### config.mk
export PLATFORM = sky130hd
export DESIGN_NAME = adder_tree_pipe
export DESIGN_NICKNAME = d
export VERILOG_FILES = /design/src/rtl/adder_tree_pipe_pkg.sv /design/src/rtl/adder_tree_level.sv /design/src/rtl/adder_tree_pipe.sv
export SDC_FILE = /design/constraint.sdc
export NUM_CORES = 1
export LEC_CHECK = 0
export ABC_AREA = 1
export BUFFER_PORTS_ARGS = -buffer_cell sky130_fd_sc_hd__buf_2
export CAP_MARGIN = 10
export CELL_PAD_IN_SITES_DETAIL_PLACEMENT = 1
export CELL_PAD_IN_SITES_GLOBAL_PLACEMENT = 2
export CORE_ASPECT_RATIO = 0.8
export CORE_UTILIZATION = 36
export CTS_BUF_LIST = sky130_fd_sc_hd__clkbuf_4
export CTS_CLUSTER_DIAMETER = 100
export CTS_CLUSTER_SIZE = 14
export DETAILED_ROUTE_END_ITERATION = 8
export GPL_TIMING_DRIVEN = 0
export HOLD_SLACK_MARGIN = 0.03
export PLACE_DENSITY = 0.9
export SETUP_SLACK_MARGIN = 0.1
export SLEW_MARGIN = 15
export SYNTH_ARGS = -nofsm -noshare
export SYNTH_HDL_FRONTEND = slang
export SYNTH_HIERARCHICAL = 1
export SYNTH_SLANG_ARGS = --single-unit
export TNS_END_PERCENT = 1
### constraint.sdc
create_clock -name clk -period 6.2 [get_ports clk]
set_clock_uncertainty 0.2 [all_clocks]
set_input_delay 0.31 -clock clk [delete_from_list [all_inputs] [get_ports clk]]
set_output_delay 0.31 -clock clk [all_outputs]
set_load 0.005 [all_outputs]
### src/rtl/adder_tree_pipe_pkg.sv
// rtl/adder_tree_pipe_pkg.sv - shared constants and helpers for the adder tree
//
// Purpose: lane-sign encoding constants and a constant log2 helper used to
// size the tree depth.
// Ports: none (package).
package adder_tree_pipe_pkg;

  // Lane interpretation selected by the SIGNED parameter.
  localparam int SIGN_UNSIGNED = 0;
  localparam int SIGN_TWOS     = 1;

  // Ceiling log2 for elaboration-time sizing; N_IN is a power of two so this
  // is the exact tree depth.
  function automatic int clog2_f(input int v);
    int r;
    r = 0;
    for (int i = 0; i < 31; i++) begin
      if ((1 << i) < v) r = i + 1;
    end
    return r;
  endfunction

endpackage

### src/rtl/adder_tree_level.sv
// rtl/adder_tree_level.sv - one registered pairwise-add level of the reduction tree
//
// Purpose: adds adjacent lane pairs (2i, 2i+1), growing each sum by one bit so
// the level cannot overflow. Data loads only on a valid beat; valid/last
// always shift so bubbles propagate.
// Ports:
//   clk, reset           - clock, asynchronous active-high reset
//   in_valid, in_last    - beat qualifiers from the previous level
//   in_data              - 2*N_PAIRS lanes of W bits
//   out_valid, out_last  - registered qualifiers
//   out_data             - N_PAIRS lanes of W+1 bits
module adder_tree_level
  import adder_tree_pipe_pkg::*;
#(
  parameter int N_PAIRS = 1,
  parameter int W       = 16,
  parameter int SIGNED  = 1
) (
  input  logic                     clk,
  input  logic                     reset,
  input  logic                     in_valid,
  input  logic                     in_last,
  input  logic [2*N_PAIRS*W-1:0]   in_data,
  output logic                     out_valid,
  output logic                     out_last,
  output logic [N_PAIRS*(W+1)-1:0] out_data
);

  logic [N_PAIRS*(W+1)-1:0] sum_d;
  logic [N_PAIRS*(W+1)-1:0] sum_q;
  logic                     valid_q;
  logic                     last_q;

  always_comb begin
    sum_d = '0;
    for (int i = 0; i < N_PAIRS; i++) begin
      logic [W-1:0] a;
      logic [W-1:0] b;
      logic [W:0]   a_x;
      logic [W:0]   b_x;
      a = in_data[(2*i)*W +: W];
      b = in_data[(2*i+1)*W +: W];
      if (SIGNED == SIGN_TWOS) begin
        a_x = {a[W-1], a};
        b_x = {b[W-1], b};
      end else begin
        a_x = {1'b0, a};
        b_x = {1'b0, b};
      end
      sum_d[i*(W+1) +: (W+1)] = a_x + b_x;
    end
  end

  always_ff @(posedge clk or posedge reset) begin
    if (reset) begin
      sum_q   <= '0;
      valid_q <= 1'b0;
      last_q  <= 1'b0;
    end else begin
      valid_q <= in_valid;
      last_q  <= in_last;
      if (in_valid) sum_q <= sum_d;
    end
  end

  assign out_valid = valid_q;
  assign out_last  = last_q;
  assign out_data  = sum_q;

endmodule

### src/rtl/adder_tree_pipe.sv
// rtl/adder_tree_pipe.sv - pipelined N_IN-lane reduction tree with group accumulator
//
// Purpose: log2(N_IN) registered add levels reduce all lanes to one sum, then a
// streaming accumulator sums beats until a last beat and emits the group sum.
// Optional macro ADDER_TREE_SAT_EN: clamp the accumulator on overflow instead
// of wrapping; out_ovf reports either way.
// Ports:
//   clk, reset            - clock, asynchronous active-high reset
//   in_valid, in_last     - beat valid, final beat of group (qualified by valid)
//   in_data               - N_IN packed lanes, lane k at [k*IN_W +: IN_W]
//   out_valid             - one-cycle pulse with a completed group
//   out_sum, out_ovf      - group sum and sticky overflow, held until next pulse
module adder_tree_pipe
  import adder_tree_pipe_pkg::*;
#(
  parameter int N_IN   = 16,
  parameter int IN_W   = 16,
  parameter int ACC_W  = 32,
  parameter int SIGNED = 1
) (
  input  logic                 clk,
  input  logic                 reset,
  input  logic                 in_valid,
  input  logic [N_IN*IN_W-1:0] in_data,
  input  logic                 in_last,
  output logic                 out_valid,
  output logic [ACC_W-1:0]     out_sum,
  output logic                 out_ovf
);

  localparam int L  = clog2_f(N_IN);
  localparam int TW = IN_W + L;

  genvar j;
  generate
    for (j = 1; j <= L; j++) begin : g_lvl
      localparam int NP = N_IN >> j;
      localparam int WI = IN_W + j - 1;
      logic [2*NP*WI-1:0]   din;
      logic                 vin;
      logic                 lin;
      logic [NP*(WI+1)-1:0] dout;
      logic                 vout;
      logic                 lout;
      if (j == 1) begin : g_first
        assign din = in_data;
        assign vin = in_valid;
        // last only means something on a valid beat
        assign lin = in_last & in_valid;
      end else begin : g_next
        assign din = g_lvl[j-1].dout;
        assign vin = g_lvl[j-1].vout;
        assign lin = g_lvl[j-1].lout;
      end
      adder_tree_level #(
        .N_PAIRS(NP),
        .W      (WI),
        .SIGNED (SIGNED)
      ) u_level (
        .clk      (clk),
        .reset    (reset),
        .in_valid (vin),
        .in_last  (lin),
        .in_data  (din),
        .out_valid(vout),
        .out_last (lout),
        .out_data (dout)
      );
    end
  endgenerate

  logic [TW-1:0]    tree_sum;
  logic             tree_valid;
  logic             tree_last;
  logic [ACC_W-1:0] tree_ext;

  assign tree_sum   = g_lvl[L].dout;
  assign tree_valid = g_lvl[L].vout;
  assign tree_last  = g_lvl[L].lout;

  logic [ACC_W-1:0] acc_q;
  logic             ovf_q;
  logic             first_q;
  logic             out_valid_q;
  logic [ACC_W-1:0] out_sum_q;
  logic             out_ovf_q;

  logic [ACC_W:0]   add_full;
  logic             step_ovf;
  logic [ACC_W-1:0] acc_d;
  logic             ovf_d;
`ifdef ADDER_TREE_SAT_EN
  logic [ACC_W-1:0] clamp_val;
`endif

  always_comb begin
    tree_ext = '0;
    if (SIGNED == SIGN_TWOS) tree_ext = ACC_W'($signed(tree_sum));
    else                     tree_ext = ACC_W'(tree_sum);

    add_full = {1'b0, acc_q} + {1'b0, tree_ext};
    if (SIGNED == SIGN_TWOS)
      step_ovf = (acc_q[ACC_W-1] == tree_ext[ACC_W-1]) &&
                 (add_full[ACC_W-1] != acc_q[ACC_W-1]);
    else
      step_ovf = add_full[ACC_W];

`ifdef ADDER_TREE_SAT_EN
    // Overflow direction follows the operands' common sign.
    if (SIGNED == SIGN_TWOS)
      clamp_val = acc_q[ACC_W-1] ? {1'b1, {(ACC_W-1){1'b0}}}
                                 : {1'b0, {(ACC_W-1){1'b1}}};
    else
      clamp_val = '1;
`endif

    if (first_q) begin
      // First beat of a group cannot overflow since ACC_W >= TW.
      acc_d = tree_ext;
      ovf_d = 1'b0;
    end else begin
`ifdef ADDER_TREE_SAT_EN
      acc_d = step_ovf ? clamp_val : add_full[ACC_W-1:0];
`else
      acc_d = add_full[ACC_W-1:0];
`endif
      ovf_d = ovf_q | step_ovf;
    end
  end

  always_ff @(posedge clk or posedge reset) begin
    if (reset) begin
      acc_q       <= '0;
      ovf_q       <= 1'b0;
      first_q     <= 1'b1;
      out_valid_q <= 1'b0;
      out_sum_q   <= '0;
      out_ovf_q   <= 1'b0;
    end else begin
      out_valid_q <= 1'b0;
      if (tree_valid) begin
        acc_q <= acc_d;
        ovf_q <= ovf_d;
        if (tree_last) begin
          first_q     <= 1'b1;
          out_valid_q <= 1'b1;
          out_sum_q   <= acc_d;
          out_ovf_q   <= ovf_d;
        end else begin
          first_q <= 1'b0;
        end
      end
    end
  end

  assign out_valid = out_valid_q;
  assign out_sum   = out_sum_q;
  assign out_ovf   = out_ovf_q;

endmodule

# Yosys cells after proc, flatten, opt, wreduce, memory -nomap -nowiden
# Index checks and enable logic that the tools add are counted.
[word_totals]
inputBits = 260
elab_cells = 44
out_inout_bits = 34
ff_bits = 342
[classes]
eq_ne = 2
n_bitwise = 2
reduce_logical = 2
mux = 4
add_sub_neg = 16
[op_table]
columns = ["operator", "count"]
rows = [
  ["$add 16x16->17", 8],
  ["$add 17x17->18", 4],
  ["$add 18x18->19", 2],
  ["$add 32x32->32", 1],
  ["$mux 32", 1],
  ["$add 19x19->20", 1],
  ["$mux 1", 3],
  ["$reduce_and 2->1", 1],
  ["$and 1x1->1", 1],
  ["$eq 1x1->1", 1],
  ["$logic_and 1x1->1", 1],
  ["$ne 1x1->1", 1],
  ["$or 1x1->1", 1],
]

# Longest topological paths before layout
[depth]
word_depth = 5
depth_mapped = 16
ltp_nobuf = 16

# Modules after synthesis
# The synthesis kept the hierarchy.
[modules_own_cells]
columns = ["mod", "seq_area_each_um2", "cells_each", "area_per_inst_um2", "instances"]
rows = [
  ["adder_tree_level at g_lvl[1].u_level", 3453.3, 2083, 12713.4, 1],
  ["adder_tree_level at g_lvl[2].u_level", 1851.8, 963, 6429.9, 1],
  ["adder_tree_pipe", 1702.9, 860, 5300.1, 1],
  ["adder_tree_level at g_lvl[3].u_level", 1001.0, 530, 3462.1, 1],
  ["adder_tree_level at g_lvl[4].u_level", 550.5, 295, 1960.6, 1],
]

# Least setup slack after synthesis
# Ideal clock, no wire load.
[synth_path]
path_kind = "reg-to-reg"
startpoint = "register g_lvl[4].u_level.sum_q[19]"
endpoint = "register out_sum_q[31] (netlist: out_sum[31])"
t_required_ns = 5.883
synth_period_minus_slack_ns = 2.143
setup_time_ns = 0.117
arrival_time_ns = 1.827
setup_slack_ns = 4.057
n_path_buf = 0
stages_incl_launch_ff = 14
cell_sequence = "dfrtp_1 -> ha_1 -> nand2_1 -> inv_1 -> nand2_1 -> nand2_1 -> clkinv_1 -> nand2_1 -> a21oi_1 -> nand3_1 -> nand3_1 -> nand2_1 -> nand2_1 -> nand2_1"
[synth_via]
elab_chain_len = 2
[synth_lines]
columns = ["item", "line_no", "rtl"]
rows = [
  ["from (decl)", "adder_tree_level.sv:30", "logic [N_PAIRS*(W+1)-1:0] sum_q;"],
  ["from (signal assigned)", "adder_tree_level.sv:62", "if (in_valid) sum_q <= sum_d;"],
  ["$add 32x32->32", "adder_tree_pipe.sv:101", "add_full = {1'b0, acc_q} + {1'b0, tree_ext};"],
  ["$mux 32 (*)", "adder_tree_pipe.sv:117", "if (first_q) begin"],
  ["to (signal assigned)", "adder_tree_pipe.sv:137", "out_sum_q <= '0;"],
  ["to (signal assigned)", "adder_tree_pipe.sv:147", "out_sum_q <= acc_d;"],
  ["to (decl)", "adder_tree_pipe.sv:85", "logic [ACC_W-1:0] out_sum_q;"],
]
# Every way passes the cells marked *; elsewhere a longest branch is shown, timed or not.
# A chain may end at the register's enable or synchronous reset.

# Final worst setup path
[layout_path]
startpoint = "input port in_data[126]"
endpoint = "register g_lvl[1].u_level.sum_q[66]"
[layout_via]
elab_chain_len = 1
[layout_lines]
columns = ["item", "line_no", "rtl"]
rows = [
  ["from (decl)", "adder_tree_pipe.sv:24", "input logic [N_IN*IN_W-1:0] in_data,"],
  ["$add 16x16->17", "adder_tree_level.sv:50", "sum_d[i*(W+1) +: (W+1)] = a_x + b_x;"],
  ["to (signal assigned)", "adder_tree_level.sv:62", ""],
  ["to (decl)", "adder_tree_level.sv:30", ""],
]
# Every way passes these cells.

==> out/results.ini <==
[clocking]
cts_sinks=342
cts_resized=0
htree_num_levels=1
clock_latency_ps=860
tritoncts=yes
numCtsBuffers=29
postCtsSetupBuffers=0
clock_path_buffers=3
cts_root_buf=clkbuf_4
path_clk_slew_ps=170

[floorplanning]
start_util=0.363
core-area_sq_um=82200
io-pin-count=294
die_w_microns=324
die-area_sq_um=84100
rows=94
fp.dieH_microns=260

[logic_synthesis]
synth_cell_type_count=39
synth-main-ff-cell=dfrtp_1
postSynthCellCount=4731
synth_fp_nets=5289
synth_edf_count=0
synth.avg_cell_area_sq_um=6.31
syn_area_sq_um=29900
ys_ff_latch=342
yosys_warnings=6
async_flop_share=1.00
seq_area_frac_synth=0.287

[cells_and_area]
final_layout_size_suffix_gt1_frac=0.0846
fin_nets=6069
design_area_sq_um=37700
utilization=0.458
area_growth_syn_to_layout_pct=26.2
fillCellCount=11000

[run]
maxCapViolCount=0

[detailed_routing]
firstDrtPassIters=5
detail_route.drc_violations=0
initialDrtViolationCount=1727
wl_per_cell_microns=16.7
ant_nets=0
wirelength_microns=111000
avgViaCountPerCell=4.92
vias=32600

[setup_path]
critical_path_depth=14
critPathKind=input port to register
crit_slowest_cell=dlygate4sd3_1
crit_family=buffers and inverters
rr_startpoint=g_lvl[4].u_level/out_data[19]
r2r_cells=13
crit_required_ps=6740
slowest_delay_ps=600
path_max_fanout=2
crit_buf_inv=7
crit_start=in_data[126]
crit_top_cell=dlygate4sd3_1
cp.arrival_ps=4560
r2r_slack_ps=3210
worstSetupEndpoint=g_lvl[1].u_level/out_data[66]
cp_cell_sequence=dlygate4sd3_1 > buf_2 > ha_1 > dlygate4sd3_1 > a21oi_1 > dlygate4sd3_1 > nand2_1 > dlygate4sd3_1 > a21oi_1 > dlygate4sd3_1 > nand3_1 > dlygate4sd3_1 > nand3_1 > nand2_1
endpoint_kind=register
worst_r2r_endpoint=out_sum[31]
crit_path_start_kind=input port

[sta]
slew_headroom=0.286
period_minus_slack_ps=4020
period_share=0.648
hold_ws_ps=96.7
rsz0062_at_grt=false
max_freq_mhz=249
hold_viol=0
worstMarginPinSlew_ps=1070
drv_slew=0
setup_viol_count_final=0

[grt]
grt_pass1_vias=34100
overflow=0
grt_pass1_wl_microns=179000
grt_max_degree=80
globalRouteTotalUtil=0.263
antenna_found_initial=8

[placement]
place_congestion=0.904
io_buffers=293
hpwlAfterDp_microns=83700
placed_cell_area_sq_um=32800

[hold_path]
hp-class=input port to register

[outcome]
status=finished, final reports clean

[pwr]
leakage_uw=0.0213
ir_worst_vdd_mv=0.159
power.density_nw_per_um2=360

## power by group
part	internal, uW	total [uW]	switching, uW
clock network	293	1090	797
registers	2970	3600	627
logic	3250	8880	5620
total	6520	13600	7050
## state kept, by name (all words and copies together) (netlist names)
name / count
acc_q: 32
g_lvl.u_level/out_valid: 4
g_lvl.u_level/out_last: 4
out_sum: 32
first_q: 1
ovf_q: 1
out_valid: 1
g_lvl.u_level/out_data: 266
out_ovf: 1
## how the worst min path moves through the flow
| stage | from | to | depth (start not counted) |
|---|---|---|---|
| 2_1_floorplan | reset | g_lvl[4].u_level/out_data[0] | 1 |
| 3_3_place_gp | g_lvl[2].u_level/out_last | g_lvl[3].u_level/out_last | 0 |
| 3_5_place_dp | reset | g_lvl[3].u_level/out_data[36] | 2 |
| 4_1_cts | in_data[133] | g_lvl[1].u_level/out_data[75] | 8 |
| 5_1_grt | in_last | g_lvl[1].u_level/out_last | 4 |
| 6_report | in_data[74] | g_lvl[1].u_level/out_data[45] | 11 |
## placed cells by master (no fill, tap or decap), drive strengths merged
| cell | instances |
|---|---|
| o21ai | 141 |
| fa | 16 |
| nand4 | 6 |
| dfrtp | 341 |
| o21bai | 8 |
| buf | 336 |
| nor3 | 56 |
| or2 | 47 |
| a21oi | 201 |
| dlygate4sd3 | 452 |
| a31oi | 19 |
| clkinvlp | 1 |
| clkbuf | 74 |
| a22oi | 1 |
| nand3 | 368 |
| a21o | 6 |
| inv | 693 |
| nand3b | 47 |
| xnor2 | 55 |
| and2 | 27 |
| diode | 6 |
| xor2 | 13 |
| ha | 282 |
| nand2 | 2100 |
| clkinv | 3 |
| nor2 | 228 |
| dfstp | 1 |
## worst min-delay path: cells and delay by family
kind          cells  cell delay [ps]
fa+ha+maj         1              160
buf+inv           4              220
simple gates      6              420
## stage by stage
step | power, uW | std cells | worst slack, ps | TNS, ps
2_1_floorplan | 9330 | 4731 | 1990 | 0
3_3_place_gp | 11700 | 6128 | -30.0 | -2170
3_5_place_dp | 12000 | 6132 | 3290 | 0
4_1_cts | 13500 | 6626 | 2370 | 0
5_1_grt | 14900 | 6630 | 2130 | 0
6_report | 13600 | 6632 | 2180 | 0
## Yosys cell counts, types with 21 or more instances
cell / n / area share
a21oi_1: 198 / 0.033
and2_1: 26 / 0.0054
buf_2: 33 / 0.0055
clkbuf_1: 35 / 0.0044
dfrtp_1: 341 / 0.29
ha_1: 282 / 0.12
inv_1: 679 / 0.085
nand2_1: 2074 / 0.26
nand2_2: 24 / 0.0050
nand3_1: 353 / 0.059
nand3b_1: 47 / 0.012
nor2_1: 218 / 0.027
nor3_1: 46 / 0.0077
o21ai_0: 110 / 0.018
o21ai_1: 25 / 0.0042
or2_0: 21 / 0.0044
or2_1: 23 / 0.0048
xnor2_1: 55 / 0.016
## kinds of logic (layout without fill, tap and decap cells)
group | Yosys count | after routing | share of synthesized area
xor gates and xnor gates | 68 | 68 | 0.0199
and+or+nand+nor | 2879 | 2879 | 0.400
AOI/OAI and AO/OA | 376 | 376 | 0.0662
adders and majority gates | 298 | 298 | 0.129
buffers and inverters | 768 | 1559 | 0.0984
DFF | 342 | 342 | 0.287
other | 0 | 6 | 0
## layout make-up
class                   count  area (sq um)  share of cell area
clock buffers              39           293             0.00777
diodes                      6          15.0            0.000398
plain buffers              74           334             0.00886
clock inverters             3          27.5            0.000730
repair buffers            749          6090               0.162
inverters                 694          2620              0.0695
flip-flops and latches    342          8560               0.227
well taps                1104          1380              0.0367
multi-input cells        3621         18400               0.487
## what timing repair did
| action | CTS | global route |
|---|---|---|
| setup endpoints to repair | 0 | 0 |
| endpoints found under the hold margin | 480 | 0 |
| hold buffers | 452 | 0 |
## per-layer routing
metal  part of all wire  vias up  GRT usage
li1                   -    16300          -
met5            0.00016        -          0
met4              0.018        2     0.0483
met3              0.036      127     0.0262
met2               0.45      564      0.435
met1               0.49    15600      0.373
No activity file was read; power rests on OpenSTA's default activity.
